## src/rtl/toll_collect_if.sv

```systemverilog
// Lane-side bundle for toll_collect: arrival/rate/coin inputs and payment/gate outputs.
// The master drives arrivals and coins; the slave (the controller) drives status.
interface toll_collect_if;
  logic       VA;
  logic       H;
  logic       M;
  logic       L;
  logic       E;
  logic       COIN;
  logic [1:0] COIN_VAL;
  logic       BUSY;
  logic [7:0] DUE;
  logic       GATE;
  logic [7:0] CHG;
  logic       CHG_V;
  logic       VIOL;

  modport master (
    output VA, H, M, L, E, COIN, COIN_VAL,
    input  BUSY, DUE, GATE, CHG, CHG_V, VIOL
  );

  modport slave (
    input  VA, H, M, L, E, COIN, COIN_VAL,
    output BUSY, DUE, GATE, CHG, CHG_V, VIOL
  );
endinterface

```

## src/rtl/toll_collect.sv

```systemverilog
// Toll lane payment and gate controller: prices an arriving vehicle, collects coins,
// returns change, opens the gate for a fixed time and flags rate or timeout violations.
module toll_collect #(
  parameter int PRICE_H     = 100,
  parameter int PRICE_M     = 75,
  parameter int PRICE_L     = 50,
  parameter int TIMEOUT     = 200,
  parameter int GATE_CYCLES = 16
) (
  input  logic           CLK,
  input  logic           RST,
  toll_collect_if.slave  bus
);

  localparam int IDLE_W = $clog2(TIMEOUT);
  localparam int GATE_W = $clog2(GATE_CYCLES + 1);

  localparam logic [7:0]        P_H       = 8'(PRICE_H);
  localparam logic [7:0]        P_M       = 8'(PRICE_M);
  localparam logic [7:0]        P_L       = 8'(PRICE_L);
  localparam logic [IDLE_W-1:0] IDLE_LAST = IDLE_W'(TIMEOUT - 1);
  localparam logic [GATE_W-1:0] GATE_LAST = GATE_W'(GATE_CYCLES - 1);

  typedef enum logic [1:0] {
    S_IDLE = 2'd0,
    S_PAY  = 2'd1,
    S_OPEN = 2'd2
  } state_t;

  state_t            r_state;
  logic [7:0]        r_credit;
  logic [7:0]        r_price;
  logic [IDLE_W-1:0] r_idle_cnt;
  logic [GATE_W-1:0] r_gate_cnt;

  logic       r_busy;
  logic [7:0] r_due;
  logic       r_gate;
  logic [7:0] r_chg;
  logic       r_chg_v;
  logic       r_viol;

  logic [7:0] w_coin_val;
  logic [7:0] w_new_credit;
  logic [3:0] w_rate;

  // NOTE: every variable written in always_comb gets a default first so no latch is inferred.
  always_comb begin
    w_coin_val = 8'd5;
    case (bus.COIN_VAL)
      2'b00:   w_coin_val = 8'd5;
      2'b01:   w_coin_val = 8'd10;
      2'b10:   w_coin_val = 8'd25;
      default: w_coin_val = 8'd100;
    endcase
  end

  // Credit before the last coin is below price (<=155), so the sum stays within 254.
  assign w_new_credit = r_credit + w_coin_val;
  assign w_rate       = {bus.H, bus.M, bus.L, bus.E};

  // NOTE: sequential state uses non-blocking assignments so every register samples pre-edge values.
  always_ff @(posedge CLK) begin
    if (RST) begin
      r_state    <= S_IDLE;
      r_credit   <= '0;
      r_price    <= '0;
      r_idle_cnt <= '0;
      r_gate_cnt <= '0;
      r_busy     <= 1'b0;
      r_due      <= '0;
      r_gate     <= 1'b0;
      r_chg      <= '0;
      r_chg_v    <= 1'b0;
      r_viol     <= 1'b0;
    end else begin
      r_chg_v <= 1'b0;
      r_viol  <= 1'b0;

      unique case (r_state)
        S_IDLE: begin
          if (bus.VA) begin
            case (w_rate)
              4'b1000: begin
                r_price    <= P_H;
                r_due      <= P_H;
                r_credit   <= '0;
                r_idle_cnt <= '0;
                r_busy     <= 1'b1;
                r_state    <= S_PAY;
              end
              4'b0100: begin
                r_price    <= P_M;
                r_due      <= P_M;
                r_credit   <= '0;
                r_idle_cnt <= '0;
                r_busy     <= 1'b1;
                r_state    <= S_PAY;
              end
              4'b0010: begin
                r_price    <= P_L;
                r_due      <= P_L;
                r_credit   <= '0;
                r_idle_cnt <= '0;
                r_busy     <= 1'b1;
                r_state    <= S_PAY;
              end
              4'b0001: begin
                r_gate_cnt <= '0;
                r_gate     <= 1'b1;
                r_busy     <= 1'b1;
                r_state    <= S_OPEN;
              end
              default: r_viol <= 1'b1;
            endcase
          end
        end

        S_PAY: begin
          // A coin always beats the timeout on the same edge.
          if (bus.COIN) begin
            r_credit   <= w_new_credit;
            r_idle_cnt <= '0;
            if (w_new_credit >= r_price) begin
              r_chg      <= w_new_credit - r_price;
              r_chg_v    <= 1'b1;
              r_due      <= '0;
              r_gate     <= 1'b1;
              r_gate_cnt <= '0;
              r_state    <= S_OPEN;
            end else begin
              r_due <= r_price - w_new_credit;
            end
          end else if (r_idle_cnt == IDLE_LAST) begin
            r_viol <= 1'b1;
            if (r_credit != 8'd0) begin
              r_chg   <= r_credit;
              r_chg_v <= 1'b1;
            end
            r_credit <= '0;
            r_due    <= '0;
            r_busy   <= 1'b0;
            r_state  <= S_IDLE;
          end else begin
            r_idle_cnt <= r_idle_cnt + 1'b1;
          end
        end

        S_OPEN: begin
          if (r_gate_cnt == GATE_LAST) begin
            r_gate  <= 1'b0;
            r_busy  <= 1'b0;
            r_state <= S_IDLE;
          end else begin
            r_gate_cnt <= r_gate_cnt + 1'b1;
          end
        end

        default: r_state <= S_IDLE;
      endcase
    end
  end

  assign bus.BUSY  = r_busy;
  assign bus.DUE   = r_due;
  assign bus.GATE  = r_gate;
  assign bus.CHG   = r_chg;
  assign bus.CHG_V = r_chg_v;
  assign bus.VIOL  = r_viol;

endmodule

```

## src/flat_wrapper.sv

```systemverilog
// flat-port wrapper written by rule: the top's interface ports become plain ports
module toll_collect_flat 
#(
  parameter int PRICE_H     = 100,
  parameter int PRICE_M     = 75,
  parameter int PRICE_L     = 50,
  parameter int TIMEOUT     = 200,
  parameter int GATE_CYCLES = 16
)
  (CLK, RST, bus_VA, bus_H, bus_M, bus_L, bus_E, bus_COIN, bus_COIN_VAL, bus_BUSY, bus_DUE, bus_GATE, bus_CHG, bus_CHG_V, bus_VIOL);
  toll_collect_if bus_i ();
  input  logic CLK;
  input  logic RST;
  input wire logic [$bits(bus_i.VA)-1:0] bus_VA;
  input wire logic [$bits(bus_i.H)-1:0] bus_H;
  input wire logic [$bits(bus_i.M)-1:0] bus_M;
  input wire logic [$bits(bus_i.L)-1:0] bus_L;
  input wire logic [$bits(bus_i.E)-1:0] bus_E;
  input wire logic [$bits(bus_i.COIN)-1:0] bus_COIN;
  input wire logic [$bits(bus_i.COIN_VAL)-1:0] bus_COIN_VAL;
  output wire logic [$bits(bus_i.BUSY)-1:0] bus_BUSY;
  output wire logic [$bits(bus_i.DUE)-1:0] bus_DUE;
  output wire logic [$bits(bus_i.GATE)-1:0] bus_GATE;
  output wire logic [$bits(bus_i.CHG)-1:0] bus_CHG;
  output wire logic [$bits(bus_i.CHG_V)-1:0] bus_CHG_V;
  output wire logic [$bits(bus_i.VIOL)-1:0] bus_VIOL;
  assign bus_i.VA = bus_VA;
  assign bus_i.H = bus_H;
  assign bus_i.M = bus_M;
  assign bus_i.L = bus_L;
  assign bus_i.E = bus_E;
  assign bus_i.COIN = bus_COIN;
  assign bus_i.COIN_VAL = bus_COIN_VAL;
  assign bus_BUSY = bus_i.BUSY;
  assign bus_DUE = bus_i.DUE;
  assign bus_GATE = bus_i.GATE;
  assign bus_CHG = bus_i.CHG;
  assign bus_CHG_V = bus_i.CHG_V;
  assign bus_VIOL = bus_i.VIOL;
  toll_collect #(.PRICE_H(PRICE_H), .PRICE_M(PRICE_M), .PRICE_L(PRICE_L), .TIMEOUT(TIMEOUT), .GATE_CYCLES(GATE_CYCLES)) u_core (.CLK(CLK), .RST(RST), .bus(bus_i));
endmodule
```

## config.mk

```make
export PLATFORM = sky130hd
export DESIGN_NAME = toll_collect_flat
export DESIGN_NICKNAME = d
export VERILOG_FILES = /design/src/rtl/toll_collect_if.sv /design/src/rtl/toll_collect.sv /design/src/flat_wrapper.sv
export SDC_FILE = /design/constraint.sdc
export NUM_CORES = 1
export LEC_CHECK = 0
export CAP_MARGIN = 30
export CORE_ASPECT_RATIO = 0.5
export CORE_MARGIN = 3
export CORE_UTILIZATION = 35
export CTS_BUF_LIST = sky130_fd_sc_hd__clkbuf_8
export DETAILED_ROUTE_END_ITERATION = 7
export DONT_BUFFER_PORTS = 1
export PLACE_DENSITY = 0.58
export REMOVE_ABC_BUFFERS = 1
export SYNTH_ARGS = -nofsm -noshare
export SYNTH_HDL_FRONTEND = slang
export SYNTH_SLANG_ARGS = --single-unit
```

## constraint.sdc

```tcl
create_clock -name CLK -period 6.9 [get_ports CLK]
set_input_delay 2.07 -clock CLK [delete_from_list [all_inputs] [get_ports CLK]]
set_output_delay 2.07 -clock CLK [all_outputs]
set_load 0.1 [all_outputs]
```

* After elaboration in Yosys (flattened, before gate mapping)
Cells that the tools add are included.
Word-level totals: memories kept 0, input port bits 10, bits in registers 51, bits in latches 0, memory bits (read-only) 0, logic and storage cells 115, RAM bits 0
Cells by class: divide/modulo/power cells 0, add/subtract/negate cells 5, multipliers 0, reduce and logical (&&, ||, !) cells 20, muxes and demuxes 51, eq/ne operators 26, shifts and indexed selects 0, bitwise logic cells 1, $lt $le $gt $ge 1
Operator list (number):
- $mux W8 | 13
- $pmux W8 S2 | 3
- $mux W5 | 5
- $pmux W8 S3 | 1
- $pmux W7 S3 | 1
- $reduce_and A6 Y1 | 3
- $mux W1 | 17
- $reduce_and A4 Y1 | 4
- $sub A8 B8 Y8 | 2
- $pmux W5 S3 | 1
- $ne A2 B2 Y1 const B | 7
- $mux W2 | 5
- $add A8 B1 Y8 const B | 1
- $add A8 B7 Y8 | 1
- $eq A8 B8 Y1 const B | 1
- $ge A8 B8 Y1 | 1
- $ne A2 B1 Y1 const B | 4
- $reduce_bool A8 Y1 | 1
- $ne A3 B2 Y1 const B | 2
- $ne A3 B3 Y1 const B | 2
- $pmux W1 S3 | 2
- $pmux W2 S3 | 1
- $reduce_bool A2 Y1 | 3
- $reduce_bool A3 Y1 | 2
- 18 further kinds | 21

* Longest topological paths before layout
depth after elaboration 7, gate-level depth with buffers 16, depth with buffers taken out 14

* Least setup slack after synthesis
Ideal clock, no wire load.
path kind input to register, start in bus_COIN_VAL[0], end reg u_core.r_due[5] (netlist: u_core.bus.DUE[5]), buffers on the path 2, stages on the path 16, arrival 5.351 ns, required time 6.814 ns, path slack 1.463 ns, library setup time 0.086 ns, cells stage by stage inv_1 ha_1 ha_1 a21o_1 a21oi_1 nand3b_1 nand3_1 ha_1 clkbuf_1 and4_1 a41oi_1 o21ai_0 a211oi_1 clkbuf_1 a32oi_1 a211oi_1
Between the ends: word-level cells in the longest chain between the ends 7
Ends and longest elaborated chain:
- from (decl) | line flat_wrapper.sv:20 | input wire logic [$bits(bus_i.COIN_VAL)-1:0] bus_COIN_VAL;
- $eq A2 B2 Y1, or another cell as far along | line toll_collect.sv:50 | case (bus.COIN_VAL)
- $pmux W7 S3 (*) | line toll_collect.sv:50
- $add A8 B7 Y8 (*) | line toll_collect.sv:59 | assign w_new_credit = r_credit + w_coin_val;
- $sub A8 B8 Y8 / $ge A8 B8 Y1 (equally long branches) | line toll_collect.sv:132, toll_collect.sv:124
- $mux W8 (*) | line toll_collect.sv:124 | if (w_new_credit >= r_price) begin
- $mux W8 (*) | line toll_collect.sv:121 | if (bus.COIN) begin
- $pmux W8 S2 (*) | line toll_collect.sv:80 | unique case (r_state)
- to (signal assigned) | line toll_collect.sv:132 | r_due <= r_price - w_new_credit;
- to (decl) | line toll_collect.sv:37 | logic [7:0] r_due;
Mark *: on every way between the ends. The rest lies on a longest branch, timed or not. A chain may end at the register's enable or synchronous reset.

* Final worst setup path
start in bus_COIN_VAL[0], end reg u_core.r_gate_cnt[0]
Between the ends: word-level cells in the longest chain between the ends 6
Ends and longest elaborated chain:
- $eq A2 B2 Y1, or another cell as far along | line toll_collect.sv:50
- $pmux W7 S3 (*) | line toll_collect.sv:50
- $add A8 B7 Y8 (*) | line toll_collect.sv:59
- $ge A8 B8 Y1 (*) | line toll_collect.sv:124
- $ne A2 B1 Y1 (no line) (*)
- $reduce_and A6 Y1 (no line) (*)
- to (signal assigned) | line toll_collect.sv:155 | r_gate_cnt <= r_gate_cnt + 1'b1;
- to (decl) | line toll_collect.sv:34 | logic [GATE_W-1:0] r_gate_cnt;
Marks and branches as above.

==> results_dict.tcl <==
set metrics [dict create \
    status "completed" \
    grt_start_max_net_pins 50 \
    synth_common_cells "nor2_1 (56), dfxtp_1 (49), ha_1 (31), inv_1 (28), a21oi_1 (26)" \
    grt_first_pass_wirelength_um 13900 \
    post-synth-top-count-cell "nor2_1" \
    via_per_inst 5.45 \
    wirelength_um 8360 \
    worst_slack_ps 1310 \
    required_ps 7120 \
    clock_sinks 49 \
    drive_gt1_share_pct 3.39 \
    coreArea_um2 9010 \
    synth_edf_count 0 \
    rsz0062_at_grt "no" \
    worst_setup_path_end_kind "flip-flop" \
    clk_path_buf_depth 2 \
    dpl.cell_count 522 \
    finClkSkew_ps 8.91 \
    crit_chain "inv_1 > ha_1 > ha_1 > a21o_1 > a21oi_1 > nand3b_1 > nand3_1 > ha_1 > and4_1 > a41oi_1 > o21ai_0 > a211oi_1 > nor2_1 > o32ai_1" \
    hold_buffers 0 \
    final_antenna_net_count 0 \
    synthAdderAreaFrac_pct 13.4 \
    die_h_um 75.2 \
    dp_hpwl_um 6390 \
    synth-seq-cells 49 \
    cp_slowest_cell "a211oi_1" \
    fin_crit_ps 5590 \
    cp_top_family "compound AO/OA/AOI/OAI gates" \
    crit_fanout 9 \
    io_pins 30 \
    use_met2_pct 25.5 \
    fin_cells 530 \
    synthSimpleGateAreaFrac_pct 23.5 \
    htreeDepth 2 \
    relSlewSlack_pct 32.5 \
    peakVddDrop_uv 75.9 \
    p_per_area_nw_per_um2 248 \
    post-place-ws_ps 1010 \
    hold_slack_ps 492 \
    cp_data_arrival_time_ps 5810 \
    hold_violations 0 \
    die_w_um 144 \
    first_global_vias 2731 \
    fmax_mhz 179 \
    crit_buf_inv 1 \
    met1_usage_pct 22.8 \
    postCtsSetupBuffers 0 \
    yosysSeqAreaShare_pct 29.3 \
    synthCells 417 \
    port_buffers 0 \
    nFillCells 955 \
    yosysTopAreaCell "dfxtp_1" \
    area_delta_synth_final_pct 5.49 \
    critical_path_class "input pin to flip-flop" \
    clk_latency_ps 310 \
    route.detailed.drc 0 \
    cts.root.buffer_cell "clkbuf_8" \
    cts_tree "done" \
    wl_per_cell_um 15.8 \
    die_area_um2 10900 \
    diodes 0 \
    placed_area_um2 3450 \
    synth_top_family_by_area "compound AO/OA/AOI/OAI gates" \
    async_flop_share_pct 0 \
    synth_area_leaders "dfxtp_1 (29%), ha_1 (12%), nor2_1 (6.3%)" \
    setup_violations 0 \
    rows 24 \
    cp-start-kind "input pin" \
    vias 2887 \
    yosys.area_share.xor_xnor_pct 3.40 \
    hold_class "flip-flop to flip-flop" \
    leakagePower_nw 1.35 \
    drtIter0Drc 153 \
    muxShareOfSynthArea_pct 1.19 \
    firstDrtPassIters 4 \
    final_area_um2 3540 \
    netlist.area_leader.share_pct 29.3 \
    grt_overflow 0 \
    crit_top_cell "ha_1" \
    finalWeightedCongestion 0.819 \
    fin_crit_sh_pct 81.1 \
    cts_buffers 5 \
    grt_busiest_layer "met2" \
    worst_pin_slew_ps 1010 \
    start_util_pct 37.2 \
    slowest_delay_ps 760 \
    clk_pin_slew_ps 90 \
    cts_resized 0 \
    grt_usage_pct 15.9 \
    syn_area_um2 3350 \
    yosysWarningCount 0 \
    cap_violations 0 \
    synth-compound-area-share_pct 24.4 \
    setup_tns_ps 0 \
    slew_viol_final 0 \
    syn_area_per_cell_um2 8.04 \
    synth_ff_type "dfxtp_1" \
    grtUsageMet3_pct 2.79 \
    post_synth_num_cell_types 56 \
    final_nets 456 \
    antenna_found_initial 0 \
]
## metrics by stage
step / total power [mW] / utilization, %
global route: 0.929 / 39.3
finish: 0.877 / 39.3
global placement: 0.716 / 38.3
CTS: 0.885 / 39.3
floorplan: 0.650 / -
detailed placement: 0.716 / 38.3
## layout make-up
type                            count  area [um^2]  share of cell area (%)
Multi-Input combinational cell    326         2210                    62.4
Clock inverter                      3         13.8                   0.389
Timing Repair Buffer                2         15.0                   0.424
Sequential cell                    49          981                    27.7
Inverter                           28          105                    2.97
Clock buffer                        5         68.8                    1.95
Tap cell                          117          146                    4.14
## worst min-delay path, stage by stage, from the launching register on
cell and delay, ps:
dfxtp_1 320, inv_1 70, a211oi_1 70
## sequential cells by signal, indices dropped and copies added (netlist names)
register,cells
u_core.bus.DUE,8
u_core.bus.CHG_V,1
u_core.bus.VIOL,1
u_core.r_idle_cnt,8
u_core.r_price,6
u_core.r_gate_cnt,5
u_core.bus.CHG,8
u_core.bus.GATE,1
u_core.r_credit,8
u_core.r_state,2
u_core.bus.BUSY,1
## routing by layer
metal	share of wire, %	up-vias
li1	-	1502
met1	53	1356
met2	44	27
met3	3.2	2
met4	0.23	0
met5	0	-
## layout by cell type, fill, tap and decap left out, types with 8 or more instances in the layout
cell type | Yosys | routed
a22oi_1 | 8 | 8
nand3_1 | 9 | 9
o21ai_0 | 24 | 24
ha_1 | 31 | 31
dfxtp_1 | 49 | 49
xor2_1 | 8 | 8
nor2_1 | 56 | 56
nor3_1 | 13 | 13
nand2_1 | 25 | 25
inv_1 | 28 | 29
a211oi_1 | 24 | 24
a21oi_1 | 26 | 26
## worst paths after layout
path | startpoint | end | slack, ps | cells past startpoint
setup / recovery | bus_COIN_VAL[0] | u_core.r_gate_cnt[0] | 1310 | 14
hold / removal | u_core.r_price[2] | u_core.r_price[2] | 490 | 2
setup reg to reg | u_core.r_credit[0] | u_core.r_gate_cnt[0] | 2750 | 13
hold reg to reg | u_core.r_price[2] | u_core.r_price[2] | 490 | 2
## report_power, final
part	switching [mW]	leakage, nW	total [mW]	internal [mW]
clock network	0.0975	0.0491	0.167	0.0691
logic	0.157	0.901	0.253	0.0955
registers	0.151	0.397	0.458	0.307
## kinds of logic (layout without fill, tap and decap cells)
| logic type | count (synthesis) | after routing |
|---|---|---|
| XOR/XNOR | 13 | 13 |
| adder cells (fa/ha/maj) | 34 | 34 |
| AO/OA/AOI/OAI | 122 | 122 |
| flip-flops | 49 | 49 |
| AND/OR/NAND/NOR | 153 | 153 |
| multiplexers | 4 | 4 |
| buffers and inverters | 42 | 38 |
No activity file was read; power rests on OpenSTA's default activity.
